`src/rtl/arm_pipe_pkg.sv`:
```
// Shared pipeline types for the 5-stage ARM core: register address width,
// the hazard scoreboard slot record and its empty value.
package arm_pipe_pkg;

  localparam int REG_W = 4;

  // One in-flight register writer: slot occupied, writer is a load, destination register.
  typedef struct packed {
    logic             valid;
    logic             load;
    logic [REG_W-1:0] dest;
  } sb_slot_t;

  localparam sb_slot_t SB_SLOT_EMPTY = '{valid: 1'b0, load: 1'b0, dest: '0};

endpackage

```
`src/rtl/hazard_match.sv`:
```
// Combinational comparator: does one scoreboard slot produce a register the
// instruction in ID reads? Also reports whether that producer is a load.
module hazard_match
  import arm_pipe_pkg::*;
(
  input  sb_slot_t         i_slot,
  input  logic [REG_W-1:0] i_src1,
  input  logic [REG_W-1:0] i_src2,
  input  logic             i_two_src,
  output logic             o_match,
  output logic             o_load_match
);

  logic w_src1_hit;
  logic w_src2_hit;

  // src1 is always a real operand; src2 only counts when ID says so.
  assign w_src1_hit   = i_slot.valid && (i_slot.dest == i_src1);
  assign w_src2_hit   = i_slot.valid && i_two_src && (i_slot.dest == i_src2);
  assign o_match      = w_src1_hit || w_src2_hit;
  assign o_load_match = o_match && i_slot.load;

endmodule

```
`src/rtl/hazard_scoreboard.sv`:
```
// Pipeline hazard detector. Tracks register writers in EXE and MEM, raises
// hazard combinationally on a RAW dependency of the instruction in ID, and
// keeps a saturating count of stall cycles.
// Optional feature macro: HAZARD_FORWARDING_EN -- when defined, EXE/MEM
// forwarding exists downstream and only a load in EXE (load-use) stalls.
module hazard_scoreboard
  import arm_pipe_pkg::*;
#(
  parameter int REG_W = arm_pipe_pkg::REG_W,
  parameter int CNT_W = 32
) (
  input  logic             clk,
  input  logic             rst,
  input  logic [REG_W-1:0] src1,
  input  logic [REG_W-1:0] src2,
  input  logic             two_src,
  input  logic             id_wb_en,
  input  logic             id_mem_r_en,
  input  logic [REG_W-1:0] id_dest,
  input  logic             flush,
  input  logic             freeze,
  output logic             hazard,
  output logic [CNT_W-1:0] stall_count,
  output logic             exe_busy,
  output logic             mem_busy
);

  sb_slot_t         r_exe;
  sb_slot_t         r_mem;
  logic [CNT_W-1:0] r_stall_count;

  sb_slot_t w_id_slot;
  logic     w_exe_match;
  logic     w_exe_load_match;
  logic     w_mem_match;
  logic     w_mem_load_match;
  logic     w_hazard;
  logic     w_cnt_full;
  logic     w_unused;

  hazard_match u_exe_match (
    .i_slot       (r_exe),
    .i_src1       (src1),
    .i_src2       (src2),
    .i_two_src    (two_src),
    .o_match      (w_exe_match),
    .o_load_match (w_exe_load_match)
  );

  hazard_match u_mem_match (
    .i_slot       (r_mem),
    .i_src1       (src1),
    .i_src2       (src2),
    .i_two_src    (two_src),
    .o_match      (w_mem_match),
    .o_load_match (w_mem_load_match)
  );

  // Writer currently in ID, as it would be recorded in the EXE slot.
  assign w_id_slot = '{valid: id_wb_en, load: id_mem_r_en, dest: id_dest};

`ifdef HAZARD_FORWARDING_EN
  // Forwarding covers ALU results from EXE and anything in MEM; only a
  // load still in EXE has no data yet.
  assign w_hazard = w_exe_load_match;
  assign w_unused = ^{w_exe_match, w_mem_match, w_mem_load_match};
`else
  // No forwarding: any pending writer of a checked source stalls.
  assign w_hazard = w_exe_match || w_mem_match;
  assign w_unused = ^{w_exe_load_match, w_mem_load_match};
`endif

  assign w_cnt_full = &r_stall_count;

  // Scoreboard shift and stall counter.
  // NOTE: sequential state uses non-blocking assignments so every register
  // samples pre-edge values; r_mem <= r_exe must see the old EXE slot.
  always_ff @(posedge clk or negedge rst) begin
    if (!rst) begin
      // NOTE: the async reset clears the slots themselves, so hazard drops
      // the moment reset asserts without waiting for a clock.
      r_exe         <= SB_SLOT_EMPTY;
      r_mem         <= SB_SLOT_EMPTY;
      r_stall_count <= '0;
    end else if (!freeze) begin
      r_mem <= r_exe;
      r_exe <= (w_hazard || flush) ? SB_SLOT_EMPTY : w_id_slot;
      if (w_hazard && !w_cnt_full) begin
        r_stall_count <= r_stall_count + CNT_W'(1);
      end
    end else if (flush) begin
      // Pipeline held, but the squashed instruction must not linger in EXE.
      r_exe.valid <= 1'b0;
    end
  end

  assign hazard      = w_hazard;
  assign stall_count = r_stall_count;
  assign exe_busy    = r_exe.valid;
  assign mem_busy    = r_mem.valid;

endmodule

```
`config.mk`:
```
export PLATFORM = sky130hd
export DESIGN_NAME = hazard_scoreboard
export DESIGN_NICKNAME = d
export VERILOG_FILES = /design/src/rtl/arm_pipe_pkg.sv /design/src/rtl/hazard_match.sv /design/src/rtl/hazard_scoreboard.sv
export SDC_FILE = /design/constraint.sdc
export NUM_CORES = 1
export LEC_CHECK = 0
export BUFFER_PORTS_ARGS = -buffer_cell sky130_fd_sc_hd__buf_2
export CORE_AREA = 8 8 79 81
export DETAILED_ROUTE_END_ITERATION = 10
export DIE_AREA = 0 0 87 89
export MAX_ROUTING_LAYER = met4
export PLACE_DENSITY = 0.74
export SLEW_MARGIN = 20
export SYNTH_ARGS = -nofsm -noshare
export SYNTH_HDL_FRONTEND = slang
export SYNTH_HIERARCHICAL = 1
export SYNTH_SLANG_ARGS = --single-unit
```
`constraint.sdc`:
```
create_clock -name clk -period 2.1 [get_ports clk]
set_input_delay 0.42 -clock clk [delete_from_list [all_inputs] [get_ports clk]]
set_output_delay 0.42 -clock clk [all_outputs]
set_load 0.01 [all_outputs]
```
==> results.txt <==
The flow ran to the end, but the final reports show violations. The final reports fail on setup timing. The number of max-slew violations in the final report is 0. Yosys printed 6 warnings.

The worst setup path is captured at a register. The tools report the maximum clock insertion buffer count as 2. The count of port buffers added during placement was 52. The endpoint of the worst register-to-register path was stall_count[19]$_DFFE_PN0P_.

Final hold analysis gives a worst-case slack of 0.0833 ns. After detailed routing, the number of vias per cell comes to 5.16. The area of the core is 4980 sq um, and the post-detailed-route wirelength per cell is 14.5 microns.

The die is 89 microns tall. Post-route clock period utilization: 1.08. In this run the power density over the cells is 557 nW/um^2.

The effective utilization at floorplan came out at 0.448. For flop-to-flop paths, the worst setup slack is -0.17 ns. TritonCTS built the clock tree. Counting both buffers and inverters, the worst setup path holds a total of 3.

Post-synthesis cell area: 2230 sq um. The min-delay analysis places its worst path in the category primary input to async pin. The critical path crosses 11 cells after its start point.

Synthesis produced 201 cells. The maximum clock frequency was 0.440 GHz. For the final database, setup skew stands at 0.00561 ns. In this run, post-CTS hold repair placed 0 buffers. In this design, the largest share of critical-path delay is due to compound AO/OA/AOI/OAI gates.

The clock slew at the register clock pins of the worst setup and hold paths was 0.08 ns; the pin count of the biggest net entering global routing was 24. The largest driver fanout on the critical path is 4, and the number of clock buffers inserted by TritonCTS is 5. The number of global-route vias before repair was 1890. The length of the first detailed-routing pass in iterations was 4; the share of cells above drive strength 1 was 0.426.

The critical path class was register to register. The number of levels the H-tree was split into is 2, and the count of cells along the worst register-to-register path is 11. The run gives 3810 microns as the total half-perimeter wirelength after legalization and detailed placement. The root buffer cell chosen for the clock tree is clkbuf_8. The logs give 0 for the number of antenna violations at the first check in global routing and 0 for the total inserted antenna cells. In this run the static leakage power is 0.00141 uW.

The count of nets left with antenna violations once routing finished came out at 0. The worst setup path is launched from a register. The aggregate global-route resource usage came out at 0.144. From left edge to right edge, the die measures 87 microns. The tools report the number of hold-slack violations in the final timing report as 0. The per-instance average area after synthesis is 11.1 sq um.

Setup repair after global routing could not meet its margin everywhere. Summed over all failing endpoints, the final setup total negative slack is -1.57 ns. The largest vdd supply drop was 0.337 mV; the number of design-rule violations left by the first detailed-router iteration was 82. At the worst endpoint, the arrival time is 2.45 ns.

Clock latency on the worst-skew pair, taken at its later pin, is 0.29 ns. In the final design database the tool counted 303 nets. The final critical-path setup slack was -0.174 ns. Across all layers, the routed design uses 1826 vias. The slowest stage of the critical path is the a2111o_1 cell. Summed over all layers, the routed wires come to 5140 microns. In this run the count of I/O pins placed on the die edge is 54. The run gives 0 as the total DRC errors in the routed layout. The maximum cell stage delay along the critical path works out to 0.40 ns. The tools report the post-synthesis net count as 221. In this run the critical register-to-register path is launched from r_exe[1]$_DFFE_PN0N_. Setup violations remaining at the end of the flow were counted as 13.

The logs give 0 for the max-capacitance violation count and 26 for the placement row count. The tools report the total grt overflow as 0. The tree built by TritonCTS fans out to 42 sinks. The logs give 0.672 for the relative slew slack and 7740 sq um for the area enclosed by the die boundary.

The post-layout minimum cycle time is 2.27 ns. The first global-routing pass estimated 8600 microns of wire. The signal on the critical path passes through clkinv_2, o22ai_1, a2111o_1, o22ai_2, o21ba_4, nand4_1, a311oi_4, buf_4, buf_6, nand3_2, xnor2_1.

From synthesis to final layout, the design area changed by 33.0%. Routability-driven placement finished with a final weighted congestion of 0.817. For the pin with the worst max-slew slack, the measured transition is 0.491 ns. At the worst endpoint, the required time is 2.28 ns.
## power by group
group,leakage [uW],switching [uW],total (uW),internal [uW]
logic,0.000795,121,246,125
clock network,0.0000482,258,523,265
registers,0.000571,35.5,881,846
## through the flow
stage	power (uW)	instances	util	setup WS (ns)	cell area (sq um)
after detailed placement	1130	339	0.547	-0.280	2720
after floorplan	1010	201	-	-0.102	2230
after CTS	1670	349	0.577	-0.146	2870
after global routing	1730	354	0.595	-0.299	2960
final	1650	354	0.595	-0.174	2960
after global placement	1120	339	0.547	-0.232	2720
## repair_timing
item	4_1_cts	5_1_grt
setup buffers	2	5
pin swaps	6	9
cloned	1	0
resized for setup	8	13
endpoints found under the setup margin	23	24
## state kept, by name (all words and copies together), names as in the netlist
register     flops
r_exe            4
stall_count     32
r_mem            4
exe_busy         1
mem_busy         1
## worst max path at each step
| stage | start | to | slack (ns) |
|---|---|---|---|
| CTS | r_exe[1]$_DFFE_PN0N_ | stall_count[25]$_DFFE_PN0P_ | -0.15 |
| global placement | src2[1] | stall_count[23]$_DFFE_PN0P_ | -0.23 |
| detailed placement | src2[1] | stall_count[25]$_DFFE_PN0P_ | -0.28 |
| finish | r_exe[1]$_DFFE_PN0N_ | stall_count[19]$_DFFE_PN0P_ | -0.17 |
| floorplan | r_mem[3]$_DFFE_PN0N_ | stall_count[23]$_DFFE_PN0P_ | -0.10 |
| global route | r_exe[1]$_DFFE_PN0N_ | stall_count[19]$_DFFE_PN0P_ | -0.30 |
## cell type report
cell class	instances	area, sq um
Tap cell	70	87.6
Timing Repair Buffer	79	490
Inverter	11	43.8
Sequential cell	42	1050
Fill cell	448	2010
Clock buffer	7	86.3
Multi-Input combinational cell	144	1200
Clock inverter	1	5.00
## layout by cell type, fill, tap and decap left out, types with 2 or more instances in the layout
| cell type | count |
|---|---|
| clkinv_1 | 2 |
| nand2_1 | 13 |
| nor3_1 | 4 |
| clkinv_2 | 3 |
| buf_6 | 4 |
| a22o_1 | 4 |
| xor2_1 | 7 |
| o2111ai_1 | 2 |
| o22ai_1 | 2 |
| nor2_1 | 7 |
| buf_4 | 22 |
| a2111o_1 | 2 |
| nor2_4 | 2 |
| mux2_2 | 5 |
| nand3_1 | 11 |
| xnor2_1 | 26 |
| dfrtp_1 | 42 |
| buf_2 | 52 |
| and3_1 | 6 |
| nand4_1 | 15 |
| nand3_2 | 2 |
| a221o_1 | 2 |
| clkbuf_8 | 6 |
| o22ai_2 | 2 |
| o221ai_2 | 2 |
| nand2b_1 | 2 |
| a21oi_1 | 2 |
| inv_1 | 7 |
| and4_2 | 2 |
## routing by layer
metal | GRT usage | part of all wire | vias to the layer above
li1 | - | - | 898
met2 | 0.239 | 0.47 | 37
met1 | 0.167 | 0.48 | 886
met5 | - | 0 | -
met3 | 0.0313 | 0.042 | 5
met4 | 0.0610 | 0.013 | 0
No activity file was read; power rests on OpenSTA's default activity.
